--- src/rtl/group_sched_pkg.sv ---
// Shared types and sizing helpers for the group row scheduler.
// Holds the FSM state encoding and counter-width arithmetic.
package group_sched_pkg;

    typedef enum logic [2:0] {
        IDLE,
        VSYNC,
        RWAIT,
        PADW,
        ROW,
        GAPW,
        DONE
    } sched_st_t;

    localparam int LEN_DEF    = 3;
    localparam int FLUSH_ROWS = LEN_DEF - 1;

    // Bits needed to hold 0..n-1; never less than one bit.
    function automatic int cnt_w(input int n);
        return (n <= 2) ? 1 : $clog2(n);
    endfunction

    function automatic int max3(input int a, input int b, input int c);
        int m;
        m = (a > b) ? a : b;
        return (m > c) ? m : c;
    endfunction

endpackage

--- src/rtl/group_row_sched.sv ---
// Frame/row scheduler feeding the 3-row line-buffer group: vsync, then per row
// hsync, a pad wait and SIZE*CHANNEL beats, followed by LEN-1 zero flush rows.
module group_row_sched
    import group_sched_pkg::*;
#(
    parameter int WIDTH_D = 27,
    parameter int SIZE    = 28,
    parameter int CHANNEL = 128,
    parameter int LEN     = FLUSH_ROWS + 1,
    parameter int GAP     = 0,
    parameter int PADWAIT = 21,
    parameter int VS_LEN  = 4
) (
    input  logic               i_sclk,
    input  logic               i_rst_n,
    input  logic               i_start,
    input  logic               i_row_avail,
    input  logic               i_tvalid,
    input  logic [WIDTH_D-1:0] i_tdata,
    output logic               o_rd,
    output logic               o_vsync,
    output logic               o_hsync,
    output logic               o_valid,
    output logic [WIDTH_D-1:0] o_tdata,
    output logic               o_busy,
    output logic               o_done,
    output logic               o_err
);

    localparam int BEATS = SIZE * CHANNEL;
    localparam int ROWS  = SIZE + LEN - 1;
    localparam int BW    = cnt_w(BEATS);
    localparam int RW    = cnt_w(ROWS + 1);
    localparam int WW    = cnt_w(max3(VS_LEN, PADWAIT, GAP));

    localparam logic [BW-1:0] BEAT_LAST = BW'(BEATS - 1);
    localparam logic [RW-1:0] ROW_LAST  = RW'(ROWS - 1);
    localparam logic [RW-1:0] ROW_FLUSH = RW'(SIZE);
    localparam logic [WW-1:0] VS_LAST   = WW'(VS_LEN - 1);
    localparam logic [WW-1:0] PAD_LAST  = WW'(PADWAIT - 1);
    localparam logic [WW-1:0] GAP_LAST  = WW'(GAP - 1);

    sched_st_t          state, state_nxt;
    logic [WW-1:0]      wait_cnt;
    logic [BW-1:0]      beat_cnt;
    logic [RW-1:0]      row_cnt;
    logic               image_row, beat_last;
    logic               vsync_d, hsync_d, valid_d, busy_d, done_d, err_d;
    logic [WIDTH_D-1:0] tdata_d;

    assign image_row = (row_cnt < ROW_FLUSH);
    assign beat_last = (beat_cnt == BEAT_LAST);
    assign o_rd      = (state == ROW) && image_row;

    // NOTE: sequential state uses non-blocking assignments so every flop samples pre-edge values.
    always_ff @(posedge i_sclk or negedge i_rst_n) begin
        if (!i_rst_n) state <= IDLE;
        else          state <= state_nxt;
    end

    // NOTE: every always_comb output gets a default first so no path can infer a latch.
    always_comb begin
        state_nxt = state;
        case (state)
            IDLE:  if (i_start) state_nxt = VSYNC;
            VSYNC: if (wait_cnt == VS_LAST) state_nxt = RWAIT;
            RWAIT: if (i_row_avail || !image_row) state_nxt = (PADWAIT > 0) ? PADW : ROW;
            PADW:  if (wait_cnt == PAD_LAST) state_nxt = ROW;
            ROW: begin
                if (beat_last) begin
                    if (row_cnt == ROW_LAST) state_nxt = DONE;
                    else                     state_nxt = (GAP > 0) ? GAPW : RWAIT;
                end
            end
            GAPW:  if (wait_cnt == GAP_LAST) state_nxt = RWAIT;
            DONE:  state_nxt = IDLE;
            default: state_nxt = IDLE;
        endcase
    end

    // The wait counter is shared by VSYNC, PADW and GAPW and restarts on every state change.
    always_ff @(posedge i_sclk or negedge i_rst_n) begin
        if (!i_rst_n) begin
            wait_cnt <= '0;
            beat_cnt <= '0;
            row_cnt  <= '0;
        end else begin
            if (state_nxt != state || !(state inside {VSYNC, PADW, GAPW})) wait_cnt <= '0;
            else                                                            wait_cnt <= wait_cnt + 1'b1;

            if (state == IDLE && state_nxt == VSYNC) begin
                beat_cnt <= '0;
                row_cnt  <= '0;
            end else if (state == ROW) begin
                beat_cnt <= beat_last ? '0 : beat_cnt + 1'b1;
                if (beat_last) row_cnt <= row_cnt + 1'b1;
            end
        end
    end

    // Underrun beats still go out (as zero) so downstream row timing never moves.
    always_comb begin
        vsync_d = (state_nxt == VSYNC);
        busy_d  = (state_nxt != IDLE);
        hsync_d = (state == RWAIT) && (state_nxt != RWAIT);
        valid_d = (state == ROW);
        done_d  = (state == DONE);
        tdata_d = '0;
        if (state == ROW && image_row && i_tvalid) tdata_d = i_tdata;
        err_d = o_err;
        if (state == IDLE && i_start)                     err_d = 1'b0;
        else if (state == ROW && image_row && !i_tvalid)  err_d = 1'b1;
    end

    always_ff @(posedge i_sclk or negedge i_rst_n) begin
        if (!i_rst_n) begin
            o_vsync <= 1'b0;
            o_hsync <= 1'b0;
            o_valid <= 1'b0;
            o_tdata <= '0;
            o_busy  <= 1'b0;
            o_done  <= 1'b0;
            o_err   <= 1'b0;
        end else begin
            o_vsync <= vsync_d;
            o_hsync <= hsync_d;
            o_valid <= valid_d;
            o_tdata <= tdata_d;
            o_busy  <= busy_d;
            o_done  <= done_d;
            o_err   <= err_d;
        end
    end

endmodule

--- config.mk ---
export PLATFORM = sky130hd
export DESIGN_NAME = group_row_sched
export DESIGN_NICKNAME = d
export VERILOG_FILES = /design/src/rtl/group_sched_pkg.sv /design/src/rtl/group_row_sched.sv
export SDC_FILE = /design/constraint.sdc
export NUM_CORES = 1
export LEC_CHECK = 0
export BUFFER_PORTS_ARGS = -buffer_cell sky130_fd_sc_hd__buf_2
export CAP_MARGIN = 15
export CORE_ASPECT_RATIO = 1.4
export CORE_MARGIN = 2
export CORE_UTILIZATION = 58
export CTS_BUF_LIST = sky130_fd_sc_hd__clkbuf_4 sky130_fd_sc_hd__clkbuf_8
export CTS_CLUSTER_SIZE = 14
export DETAILED_ROUTE_END_ITERATION = 16
export PLACE_DENSITY = 0.87
export SETUP_SLACK_MARGIN = 0.2
export SYNTH_ARGS = -nofsm -noshare
export SYNTH_HDL_FRONTEND = slang
export SYNTH_SLANG_ARGS = --single-unit
export TNS_END_PERCENT = 10
--- constraint.sdc ---
create_clock -name i_sclk -period 5.85 [get_ports i_sclk]
set_input_delay 1.4625 -clock i_sclk [delete_from_list [all_inputs] [get_ports i_sclk]]
set_output_delay 1.4625 -clock i_sclk [all_outputs]
set_load 0.01 [all_outputs]
# Word level (Yosys, flattened, before mapping)
# Index checks and enable logic that the tools add are counted.
# word_totals
ff_bits,58
word_cells,65
in_bits,32
# op_classes
n_eq_ne,14
n_lt_le_gt_ge,1
n_mux,18
n_reduce_logical,18
n_addsub,3
# ops
operator,count
2-to-1 mux 12 bit,3
2-to-1 mux 27 bit,1
2-to-1 mux 3 bit,7
2-to-1 mux 5 bit,4
one-hot mux 3 bit (6 select lines),1
== test 5 bit (second input constant),3
adder 12 x 1 -> 12 bit (second input constant),1
== test 12 bit (second input constant),1
adder 5 x 1 -> 5 bit (second input constant),2
== test 3 bit (second input constant),3
== test 3 x 1 -> 1 bit (second input constant),2
== test 3 x 2 -> 1 bit (second input constant),2
logical AND 1 bit,6
nonzero test 2 bit,3
nonzero test 3 bit,2
== test 5 x 2 -> 1 bit (second input constant),1
less-than comparator 5 bit (second input constant),1
logical NOT 1 bit,3
logical NOT 3 bit,1
!= test 3 x 2 -> 1 bit (second input constant),1
!= test 3 bit,1
logical OR 1 bit,2
2-to-1 mux 1 bit,2
AND reduction 2 bit,1

# Logic depth before layout (Yosys ltp)
# Gate-level depths: netlist of run 1.
# logic_depth
word_depth,9
ltp_mapped,8
depth_no_buf,7

# Worst setup path before layout of run 1
# OpenSTA, ideal clock, no wires.
# synth_path
path_type,register to output
startpoint,register state[1]
endpoint,output o_rd
arrival_time_ps,1336
path_stages_with_launch,6
t_required_ps,4388
n_path_buf,2
setup_slack_ps,3052
path_cell_list,dfrtp_1 > buf_6 > nor2_1 > nand2_1 > nor2_1 > clkbuf_1
# synth_between
elab_chain_cells,2
# synth_rtl
item,line_no,rtl
start: declaration,group_row_sched.sv:43,"sched_st_t state, state_nxt;"
start signal: assignment,group_row_sched.sv:58,else state <= state_nxt;
== test 3 bit,group_row_sched.sv:53,assign o_rd = (state == ROW) && image_row;
logical AND 1 bit,group_row_sched.sv:53,
end: declaration,group_row_sched.sv:20,"output logic o_rd,"
# No other way between the ends.

# Final worst setup path of run 1
# Ends and elaborated chain as after synthesis.

==> results summary, run 1 <==
The flow ran to the end, and the final reports show no timing, DRC or antenna violations. TritonCTS built the clock tree. The accumulated negative setup slack is 0 ns.

Summing all placed instances gives a cell area of around 0.0028 mm2. The library cell used most frequently in the layout, excluding fill and tap cells, is sky130_fd_sc_hd__buf_2. The final critical delay including setup and external delays came out at 3.22 ns.

The largest net degree at the start of global routing is a little under 60. The total of warnings raised by yosys is 0. The first detailed-routing pass ran for 5 iterations. The number of hold buffers added after CTS was 0. The final layout net count came out at between 300 and 400.

Once routing completed, OpenROAD measured the worst setup slack at 2.63 ns. Of all nets on the critical path, the largest fanout is 28. The power density over cell area came out at roughly 340 mW/mm2.

The first global-routing pass estimated between 8000 and 9000 um of wire. The final worst clock skew came out at around 0.0029 ns. The cell family contributing the most delay on the critical path is simple AND/OR/NAND/NOR gates.

The area of the core is just under 0.004 mm2. After detailed routing, the number of remaining DRC violations is 0. The post-synthesis cell count came out at approximately 210. Clock latency on the worst-skew pair, taken at its later pin, is about 0.34 ns. The net switching power came out at 0.289 mW. The switching fraction of total power is 0.282. In this run, CTS created clock tree buffers numbering 9. The via count of the first global-routing pass is 1,886. The effective utilization at floorplan is 0.611. The total overflow reported by the global router came out at 0.

The sequential share of power is 0.482. The area overhead of the layout relative to synthesis came out at 23.1%. The setup path with the least slack is of type flop to output port. The starting DRC count in detailed routing is 92. The internal power of the cells totals between 0.7 and 0.8 mW.

In this run the core area contains 27 standard-cell rows. The routed wirelength normalized by instance count came out at 14.6 um. The die span in y is around 80 um.

Setup repair after global routing left no endpoint under its margin. The post-detailed-route via-to-cell ratio came out at 5.68. The routed wire length is roughly 4900 um.

The total global-route track usage is 0.239. The category of the worst setup path capture point is an output port. The worst path arrival time is around 1.8 ns. The number of nets in the synthesized netlist is ~250. Counting stages on the worst path, the most repeated cell is sky130_fd_sc_hd__nor2_1. The buffering stage count on the worst path with inverters included came out at 2. The number of hold violations in the final report came out at 0.

The number of pins with negative max-slew slack in the final report came to 0. Prior to clock tree synthesis, the placed netlist has a worst setup slack of a little over 3 ns. The signal on the critical path passes through nor2_1 -> nand2_1 -> nor2_1 -> buf_4 -> buf_2. The width of the die is between 50 and 60 um. Setup violations remaining at the end of the flow were counted as 0. The floorplan step defined a die boundary enclosing between 0.004 and 0.005 mm2. For the pin with the worst max-slew slack, the measured transition is 0.775 ns. The data required time at the worst endpoint came out at 4.39 ns. The power share of the clock group came out at 0.368. The post-cts sizing count is 0. The number of port buffers came out at 65.

Clock-pin slew was measured on the worst setup and hold paths at ~0.06 ns. The H-tree level count is 3. 0 antenna diodes ended up in the layout.

The clock drives 58 sinks. In the final layout, the share of cells above drive strength 1 is 0.304. The synthesized netlist occupies a cell area of roughly 0.0024 mm2. The leakage power of the design is about 1.7 nW.

The cell sitting at the root of the clock tree is a sky130_fd_sc_hd__clkbuf_8. The number of different library cells in the post-synthesis netlist is 40. The worst slew margin relative to its limit is 0.482.

Averaged over all synthesized cells, the footprint is around 11 um2. The post-CTS setup buffer count came out at 0. The number of nets with antenna violations after detailed routing came out at 0. The startpoint type of the worst setup path is a flop. The combinational fraction of design power came out at 0.150.

The largest individual stage delay along the critical path comes from the cell sky130_fd_sc_hd__dfrtp_1. The last weighted congestion value of the routability-driven placer came out at roughly 0.75. The initial antenna violation count is 0.

The final core area utilization is 0.752. The deepest clock path buffer count came out at 2. The final HPWL from detailed placement came out at roughly 3400 um. In the layout the commonest cells are sky130_fd_sc_hd__buf_2, sky130_fd_sc_hd__dfrtp_1, sky130_fd_sc_hd__and3_1. The count of state elements after synthesis is 58.

With fillers left out, the area of the finished cells amounts to approximately 0.0030 mm2. VDD sags by at most 365 uV. Of the available clock period, the critical path in the final layout requires 0.551. The largest single stage delay on the critical path is 0.48 ns. The highest clock frequency the design can meet came out at a little over 300 MHz. The overall power is roughly 1.0 mW. The share of the yosys chip area belonging to registers came out at 0.601.

Across the run, the number of max-cap violations was 0. For this block, the via count after detailed routing is about 1,900. The number of top-level design ports is 66. The min-delay analysis places its worst path in the category flop to flop.
## final cells by class
type | count | area, um2
Fill cell | 259 | 980
Clock inverter | 4 | 50.0
Inverter | 10 | 37.5
Timing Repair Buffer | 67 | 340
Multi-Input combinational cell | 138 | 881
Sequential cell | 58 | 1450
Tap cell | 43 | 53.8
Clock buffer | 12 | 159
## metal layers
metal / wire length, um / GRT usage / share of wire / vias up
li1: - / - / - / 899
met1: 1810 / 0.267 / 0.37 / 886
met2: 2410 / 0.373 / 0.50 / 88
met3: 538 / 0.116 / 0.11 / 12
met4: 100 / 0.126 / 0.021 / 0
met5: 0 / 0 / 0 / -
## flip-flops by register name (all words and copies together) (netlist names)
signal,count
state,3
beat_cnt,12
o_done,1
wait_cnt,5
o_err,1
o_tdata,27
o_valid,1
row_cnt,5
o_vsync,1
o_busy,1
o_hsync,1
## worst paths after layout
kind	end	cells past startpoint	start	slack (ns)
max in group asynchronous	row_cnt[2]	2	i_rst_n	4.14
min in group asynchronous	wait_cnt[3]	2	i_rst_n	1.25
worst max-delay path	o_rd	5	state[1]	2.63
worst min register to register	o_err	1	o_err	0.50
worst max register to register	state[0]	7	wait_cnt[0]	3.74
worst min-delay path	o_err	1	o_err	0.50
## power by group through the flow
stage               clock, mW  combinational (mW)  sequential, mW
global placement            0               0.144           0.497
finish                  0.377               0.154           0.495
global route            0.401               0.178           0.502
CTS                     0.380               0.154           0.494
detailed placement          0               0.154           0.501
floorplan                   0               0.107           0.493
## cells in the mapped netlist
master / number / share of area
sky130_fd_sc_hd__inv_1: 10 / 0.016
sky130_fd_sc_hd__nand3b_1: 2 / 0.0062
sky130_fd_sc_hd__o22ai_1: 2 / 0.0052
sky130_fd_sc_hd__o21a_1: 1 / 0.0031
sky130_fd_sc_hd__or3_4: 1 / 0.0047
sky130_fd_sc_hd__or4_1: 3 / 0.0093
sky130_fd_sc_hd__a32oi_1: 1 / 0.0036
sky130_fd_sc_hd__and4b_1: 2 / 0.0083
sky130_fd_sc_hd__o21ai_0: 4 / 0.0083
sky130_fd_sc_hd__clkbuf_1: 6 / 0.0093
sky130_fd_sc_hd__nand2_1: 9 / 0.014
sky130_fd_sc_hd__o311ai_0: 1 / 0.0036
sky130_fd_sc_hd__nor2_1: 17 / 0.026
sky130_fd_sc_hd__nand4_1: 3 / 0.0078
sky130_fd_sc_hd__nor3_1: 5 / 0.010
sky130_fd_sc_hd__or2_2: 2 / 0.0052
sky130_fd_sc_hd__a21oi_1: 8 / 0.017
sky130_fd_sc_hd__a41oi_1: 1 / 0.0036
sky130_fd_sc_hd__nor4b_1: 1 / 0.0036
sky130_fd_sc_hd__or3_1: 3 / 0.0078
sky130_fd_sc_hd__a31oi_1: 1 / 0.0026
sky130_fd_sc_hd__nand3_1: 7 / 0.015
sky130_fd_sc_hd__nor3b_1: 1 / 0.0031
sky130_fd_sc_hd__or2_1: 1 / 0.0026
sky130_fd_sc_hd__and4_1: 1 / 0.0036
sky130_fd_sc_hd__xnor2_1: 6 / 0.022
sky130_fd_sc_hd__dfrtp_1: 58 / 0.60
sky130_fd_sc_hd__or2b_1: 1 / 0.0031
sky130_fd_sc_hd__and3_1: 30 / 0.078
sky130_fd_sc_hd__nor4_1: 3 / 0.0078
sky130_fd_sc_hd__buf_6: 2 / 0.0093
sky130_fd_sc_hd__o31ai_1: 4 / 0.012
sky130_fd_sc_hd__mux2_2: 1 / 0.0047
sky130_fd_sc_hd__a22o_1: 1 / 0.0036
sky130_fd_sc_hd__and3_2: 1 / 0.0031
sky130_fd_sc_hd__nand2b_1: 2 / 0.0052
sky130_fd_sc_hd__nand4b_1: 1 / 0.0036
sky130_fd_sc_hd__o21ai_1: 1 / 0.0021
sky130_fd_sc_hd__ha_1: 6 / 0.031
sky130_fd_sc_hd__xor2_1: 4 / 0.015
## kinds of logic (layout without fill, tap and decap cells)
logic type      Yosys count  count (layout)  synth area share
simple gates             96              96             0.228
compound gates           25              25            0.0648
mux                       1               1           0.00466
xor+xnor                 10              10            0.0363
fa+ha+maj                 6               6            0.0311
flops                    58              58             0.601
buf+inv                  18              93            0.0342
## stage by stage
stage          std cells  hold WS [ns]
2_1_floorplan        214         0.455
3_3_place_gp         316         0.471
3_5_place_dp         316         0.481
4_1_cts              332         0.494
5_1_grt              332         0.507
6_report             332         0.500
No activity file was read; power rests on OpenSTA's default activity.
==> inputs of run 2 (changes only) <==
--- a/config.mk
+++ b/config.mk
@@ -9,11 +9,11 @@
 export CAP_MARGIN = 15
 export CORE_ASPECT_RATIO = 1.4
 export CORE_MARGIN = 2
-export CORE_UTILIZATION = 58
+export CORE_UTILIZATION = 54
 export CTS_BUF_LIST = sky130_fd_sc_hd__clkbuf_4 sky130_fd_sc_hd__clkbuf_8
 export CTS_CLUSTER_SIZE = 14
 export DETAILED_ROUTE_END_ITERATION = 16
-export PLACE_DENSITY = 0.87
+export PLACE_DENSITY = 0.82
 export SETUP_SLACK_MARGIN = 0.2
 export SYNTH_ARGS = -nofsm -noshare
 export SYNTH_HDL_FRONTEND = slang
==> constraint.sdc (replaced) <==
create_clock -name i_sclk -period 3.3 [get_ports i_sclk]
set_input_delay 0.825 -clock i_sclk [delete_from_list [all_inputs] [get_ports i_sclk]]
set_output_delay 0.825 -clock i_sclk [all_outputs]
set_load 0.01 [all_outputs]
==> results summary, run 2 (synthesized netlist as in run 1, its figures left out) <==
Run status: completed (unchanged). The via total after detailed routing came out at 1,862 (was 1,885). The category of the worst setup path capture point is an output port (unchanged). The share of post-route cells with drive strength above 1 came out at 0.307 (was 0.304). The post-cts sizing count came out at 0 (unchanged).

The cell internal power dissipation is 1.32 mW (was 0.736 mW). Most used cells in the layout excluding fill and tap cells: sky130_fd_sc_hd__buf_2, sky130_fd_sc_hd__dfrtp_1, sky130_fd_sc_hd__and3_1 (unchanged). The initial antenna violation count came out at 0 (unchanged). The setup slack on the worst flop-to-flop path was 1.22 ns (was 3.74 ns). The actual slew at the worst max-slew pin came out at 0.759 ns (was 0.775 ns). The combinational fraction of design power came out at 0.151 (was 0.150). The H-tree level count is 3 (unchanged). The deepest clock path buffer count is 2 (unchanged). The clock sink total is 58 (unchanged). The area overhead of the layout relative to synthesis is 24.3% (was 23.1%). The routed wire length came to 4920 um (was 4860 um).

The last weighted congestion value of the routability-driven placer is 0.820 (was 0.754). The post-CTS setup buffer count is 0 (unchanged). Leading registers by flop count: o_tdata: 27 flops, beat_cnt: 12 flops (unchanged). The most frequent cell on the critical path is sky130_fd_sc_hd__nor2_1 (unchanged).

The data required time at the worst endpoint came out at 2.47 ns (was 4.39 ns). The instance area after placement came out at 0.00279 mm2 (was 0.00276 mm2). The number of hold violations in the final report is 0 (unchanged).

The cell count after placement is 334 (was 316). The total global-route track usage is 0.217 (was 0.239). The final layout net count was 323 (was 322).

The switching fraction of total power came out at 0.274 (was 0.282). The critical path's slowest cell is sky130_fd_sc_hd__dfrtp_1 (unchanged). The final count of negative-setup-slack endpoints is 0 (unchanged). The maximum fanout along the worst path came out at 28 (unchanged). The leakage power of the design was 1.68 nW (was 1.67 nW). The count of hold-fix buffers inserted at cts came out at 0 (unchanged). The clock-pin transition on the worst setup and hold timing paths is 0.07 ns (was 0.06 ns). The worst slew margin relative to its limit is 0.493 (was 0.482). The clock root buffer is sky130_fd_sc_hd__clkbuf_8 (unchanged). The worst path needs approximately 2.6 ns of the cycle, external delays included. The class of the tightest hold or removal check is input port to async pin (was flop to flop). The length of the first detailed-routing pass in iterations is 4 (was 5). The area of the core came out at 0.00427 mm2 (was 0.00395 mm2).

The number of pins with negative max-slew slack in the final report is 0 (unchanged). The critical path endpoint is o_rd (unchanged). The worst path arrival time came out at 1.73 ns (was 1.76 ns). Derived from the worst setup path, the maximum achievable clock frequency is around 400 MHz. The overall power came out at 1.82 mW (was 1.03 mW). The sequential share of power came out at 0.482 (about the same).

The register name with the most flops is o_tdata (unchanged). The effective utilization at floorplan is 0.565 (was 0.611). The largest net degree at the start of global routing is 29 (was 59). The commonest non-fill, non-tap cell in the layout was sky130_fd_sc_hd__buf_2 (unchanged). The final HPWL from detailed placement came to 3470 um (was 3390 um). The width of the die came out at 60.5 um (was 58.5 um). The TritonCTS clock tree was done (unchanged). Unrepaired setup endpoints after global routing: no (unchanged). The ratio of final minimum period to clock period came out at 0.774. The final worst clock skew came out at 0.0108 ns (was 0.00295 ns). The endpoint of the worst register-to-register path is row_cnt[4] (was state[0]). The flip-flop count of the largest register after layout came out at 27 (unchanged). The total non-filler cell area in the finished layout came out at 0.00300 mm2 (was 0.00297 mm2). The power share of the clock group came to 0.367 (was 0.368). The final core area utilization is 0.702 (was 0.752). The worst reg-to-reg path cell count is 6 (was 7). The net switching power came to 0.499 mW (was 0.289 mW). The die outline area was 0.00503 mm2 (was 0.00470 mm2). The detailed-route DRC error count came out at 0 (unchanged). The start-to-end type of the worst setup path was flop to output port (unchanged). The worst setup slack after layout came out at 0.745 ns (was 2.63 ns). The starting DRC count in detailed routing came out at 115 (was 92). The startpoint type of the worst setup path was a flop (unchanged).

The launch point of the critical path was state[1] (unchanged). The highest cell delay on the worst timing path is 0.47 ns (was 0.48 ns). The total overflow reported by the global router is 0 (unchanged). The tightest hold margin is 0.412 ns (was 0.500 ns). The number of port buffers came out at 65 (unchanged). The number of CTS-inserted buffers is 9 (unchanged). The post-detailed-route via-to-cell ratio came out at 5.32 (was 5.68). The accumulated negative setup slack is 0 ns (unchanged). The origin of the critical flop-to-flop path is state[1] (was wait_cnt[0]). The worst setup slack before clock tree synthesis is 1.13 ns (was 3.02 ns).

The number of nets with antenna violations after detailed routing is 0 (unchanged). The routed wirelength normalized by instance count is 14.1 um (was 14.6 um). The number of maximum-capacitance constraint violations is 0 (unchanged). The total number of placement rows was 28 (was 27). The maximum vdd ir drop is 395 uV (was 365 uV).

The post-layout instance count excluding filler cells came out at 350 (was 332). The global-route wire length before repair was 8010 um (was 8200 um). The die span in y is 83.1 um (was 80.3 um).

The clock latency reported for the late side of the worst-skew pair came to 0.33 ns (was 0.34 ns). Chain of cells forming the critical path: nor2_1 -> nand2_1 -> nor2_1 -> buf_4 -> buf_2 (unchanged). The count of inserted antenna diode cells is 0 (unchanged). The number of top-level design ports is 66 (unchanged). The via count of the first global-routing pass was 1,725 (was 1,886).

The power density over cell area is 608 mW/mm2 (was 345 mW/mm2).
## run 2: worst min path at each step
stage | endpoint | slack [ns] | depth (start not counted)
finish | state[1] | 0.41 | 1
global route | state[1] | 0.43 | 1
CTS | state[1] | 0.41 | 1
detailed placement | o_err | 0.48 | 1
global placement | wait_cnt[0] | 0.47 | 1
floorplan | wait_cnt[0] | 0.45 | 1
## run 2: final cells by class
class,count,area (um2)
fill,330,1270
multi-input combinational,138,881
clock inverter,2,35.0
sequential,58,1450
tap,60,75.1
clock buffer,14,174
inverter,10,37.5
timing repair buffer,68,348
## run 2: critical path, delay by kind of cell, from the launching register on
family	cells	cell delay [ns]
AND/OR/NAND/NOR	3	0.51
buffers and inverters	2	0.41
flip-flops	1	0.47
## run 2: layer usage
| layer | GRT usage | part of all wire | up-vias |
|---|---|---|---|
| li1 | - | - | 900 |
| met1 | 0.267 | 0.39 | 880 |
| met2 | 0.315 | 0.48 | 73 |
| met3 | 0.118 | 0.11 | 9 |
| met4 | 0.0889 | 0.021 | 0 |
| met5 | 0 | 0 | - |
## run 2: power by group through the flow
stage | Clock [mW] | Combinational [mW] | Sequential, mW
final | 0.669 | 0.276 | 0.879
after global routing | 0.724 | 0.322 | 0.889
after CTS | 0.681 | 0.280 | 0.876
after detailed placement | 0 | 0.273 | 0.889
after global placement | 0 | 0.261 | 0.884
after floorplan | 0 | 0.189 | 0.873
==> inputs of run 3 (changes only) <==
==> constraint.sdc (replaced) <==
create_clock -name i_sclk -period 2.6 [get_ports i_sclk]
set_input_delay 0.65 -clock i_sclk [delete_from_list [all_inputs] [get_ports i_sclk]]
set_output_delay 0.65 -clock i_sclk [all_outputs]
set_load 0.01 [all_outputs]
==> results summary, run 3 (synthesized netlist as in run 1, its figures left out) <==
The width of the die is 60.5 um (unchanged). The combinational fraction of design power is 0.152 (was 0.151). The category of the worst setup path capture point was an output port (unchanged). The routed wirelength normalized by instance count came to 14.1 um (about the same). The total global-route track usage came out at 0.219 (was 0.217).

The tightest hold margin was 0.440 ns (was 0.412 ns). The post-cts sizing count came out at 0 (unchanged). The die span in y was 83.1 um (unchanged). The total length of routed met2 wires was 2490 um (was 2360 um).

Unrepaired setup endpoints after global routing: no (unchanged). The maximum vdd ir drop came out at 534 uV (was 395 uV). The final count of negative-setup-slack endpoints was 0 (unchanged). Run status: completed (unchanged).

The leakage power of the design is 1.66 nW (was 1.68 nW). The final core area utilization is 0.696 (was 0.702). The met3 wire length is 453 um (was 541 um). The net switching power came to 0.640 mW (was 0.499 mW).

The clock sink total is 58 (unchanged). The largest net degree at the start of global routing is 59 (was 29). The highest metal layer used by the detailed router is met4 (unchanged). The number of port buffers came out at 65 (unchanged). The count of inserted antenna diode cells came out at 0 (unchanged).

The switching fraction of total power is 0.289 (was 0.274). The maximum fanout along the worst path came out at 10 (was 28). The share of post-route cells with drive strength above 1 is 0.304 (was 0.307).

The data required time at the worst endpoint was 1.95 ns (was 2.47 ns). The highest clock frequency the design can meet is roughly 450 MHz. The power density over cell area came out at 744 mW/mm2 (was 608 mW/mm2). The via total after detailed routing is 1,873 (was 1,862). The register name with the most flops is o_tdata (unchanged). The last weighted congestion value of the routability-driven placer was 0.889 (was 0.820). The routed wire length was 4940 um (was 4920 um). The startpoint type of the worst setup path was a flop (unchanged). The worst path arrival time was 1.55 ns (was 1.73 ns).

The instance area after placement is 0.00279 mm2 (about the same). The total non-filler cell area in the finished layout is 0.00298 mm2 (was 0.00300 mm2). The via count of the first global-routing pass is 1,887 (was 1,725). The detailed-route DRC error count is 0 (unchanged). The clock root buffer is sky130_fd_sc_hd__clkbuf_8 (unchanged).

The accumulated negative setup slack is 0 ns (unchanged). The number of maximum-capacitance constraint violations came out at 0 (unchanged). The die outline area came to 0.00503 mm2 (unchanged). The worst setup slack before clock tree synthesis came out at 0.507 ns (was 1.13 ns). The class of the tightest hold or removal check is input port to async pin (unchanged). The flip-flop count of the largest register after layout is 27 (unchanged).

The number of nets with antenna violations after detailed routing came out at 0 (unchanged). Leading registers by flop count: o_tdata: 27 flops, beat_cnt: 12 flops (unchanged). The area of the core is 0.00427 mm2 (unchanged).

The cell internal power dissipation is 1.57 mW (was 1.32 mW). The cell count after placement is 333 (was 334). The worst slew margin relative to its limit came out at 0.468 (was 0.493). The power share of the clock group is 0.344 (was 0.367). The clock latency reported for the late side of the worst-skew pair came out at 0.33 ns (about the same). The post-CTS setup buffer count is 0 (unchanged).

The final worst clock skew is 0.00659 ns (was 0.0108 ns). The clock-pin transition on the worst setup and hold timing paths came out at 0.06 ns (was 0.07 ns). The TritonCTS clock tree is done (unchanged). The effective utilization at floorplan came out at 0.565 (unchanged).

Most used cells in the layout excluding fill and tap cells: sky130_fd_sc_hd__buf_2, sky130_fd_sc_hd__dfrtp_1, sky130_fd_sc_hd__and3_1 (unchanged). The final critical delay including setup and external delays is roughly 2.2 ns. The H-tree level count came out at 3 (unchanged). The overall power is 2.21 mW (was 1.82 mW). The final HPWL from detailed placement is 3560 um (was 3470 um). The ratio of final minimum period to clock period came out at 0.845. The count of hold-fix buffers inserted at cts was 0 (unchanged). The met1 wire length was 1840 um (was 1910 um). The total overflow reported by the global router came out at 0 (unchanged). The number of hold violations in the final report was 0 (unchanged).

The sequential share of power came out at 0.504 (was 0.482). The commonest non-fill, non-tap cell in the layout is sky130_fd_sc_hd__buf_2 (unchanged). The post-detailed-route via-to-cell ratio came out at 5.37 (was 5.32). The deepest clock path buffer count came out at 2 (unchanged). The total number of placement rows was 28 (unchanged). The global-route wire length before repair is 8110 um (was 8010 um). The area overhead of the layout relative to synthesis was 23.2% (was 24.3%). The number of top-level design ports was 66 (unchanged). The length of the first detailed-routing pass in iterations is 4 (unchanged).

The worst setup slack after layout came to 0.402 ns (was 0.745 ns). The initial antenna violation count is 0 (unchanged). The number of pins with negative max-slew slack in the final report is 0 (unchanged). The number of CTS-inserted buffers is 9 (unchanged). The post-layout instance count excluding filler cells is 349 (was 350).

The start-to-end type of the worst setup path is flop to output port (unchanged). The actual slew at the worst max-slew pin was 0.796 ns (was 0.759 ns). The final layout net count is 322 (was 323).

The starting DRC count in detailed routing came out at 73 (was 115).
## run 3: cell count changes in the layout (fill, tap and decap cells not counted)
cell,before,now
sky130_fd_sc_hd__buf_4,3,2
sky130_fd_sc_hd__bufinv_16,1,0
sky130_fd_sc_hd__clkbuf_4,3,0
sky130_fd_sc_hd__clkbuf_8,11,12
sky130_fd_sc_hd__clkinv_2,1,2
sky130_fd_sc_hd__clkinvlp_4,0,2
## run 3: per-layer routing
layer	up-vias	global-route usage
met2	75	0.345
met4	0	0.117
met3	12	0.109
met1	890	0.233
met5	-	0
li1	896	-
## run 3: worst max-delay path, stage by stage (launching register included)
cell	delay, ns
sky130_fd_sc_hd__dfrtp_1	0.47
sky130_fd_sc_hd__nor2_1	0.25
sky130_fd_sc_hd__nand2_1	0.16
sky130_fd_sc_hd__nor2_1	0.18
sky130_fd_sc_hd__buf_2	0.16
## run 3: layout make-up
class                           count  area [um2]
Clock buffer                       12         165
Timing Repair Buffer               67         340
Multi-Input combinational cell    138         881
Fill cell                         349        1300
Inverter                           10        37.5
Tap cell                           60        75.1
Sequential cell                    58        1450
Clock inverter                      4        25.0
## run 3: worst paths after layout
path / startpoint / end / slack (ns) / depth (start not counted)
setup / recovery: state[1] / o_rd / 0.40 / 4
setup reg to reg: state[1] / row_cnt[4] / 0.47 / 6
max in group asynchronous: i_rst_n / beat_cnt[1] / 1.68 / 2
hold / removal: i_rst_n / beat_cnt[10] / 0.44 / 2
min in group i_sclk: o_err / o_err / 0.49 / 1
hold reg to reg: o_err / o_err / 0.49 / 1
## run 3: power by group through the flow
stage / clock network, mW / logic [mW] / registers (mW)
4_1_cts: 0.784 / 0.344 / 1.11
2_1_floorplan: 0 / 0.240 / 1.11
5_1_grt: 0.831 / 0.385 / 1.13
3_3_place_gp: 0 / 0.327 / 1.12
6_report: 0.762 / 0.337 / 1.11
3_5_place_dp: 0 / 0.341 / 1.13
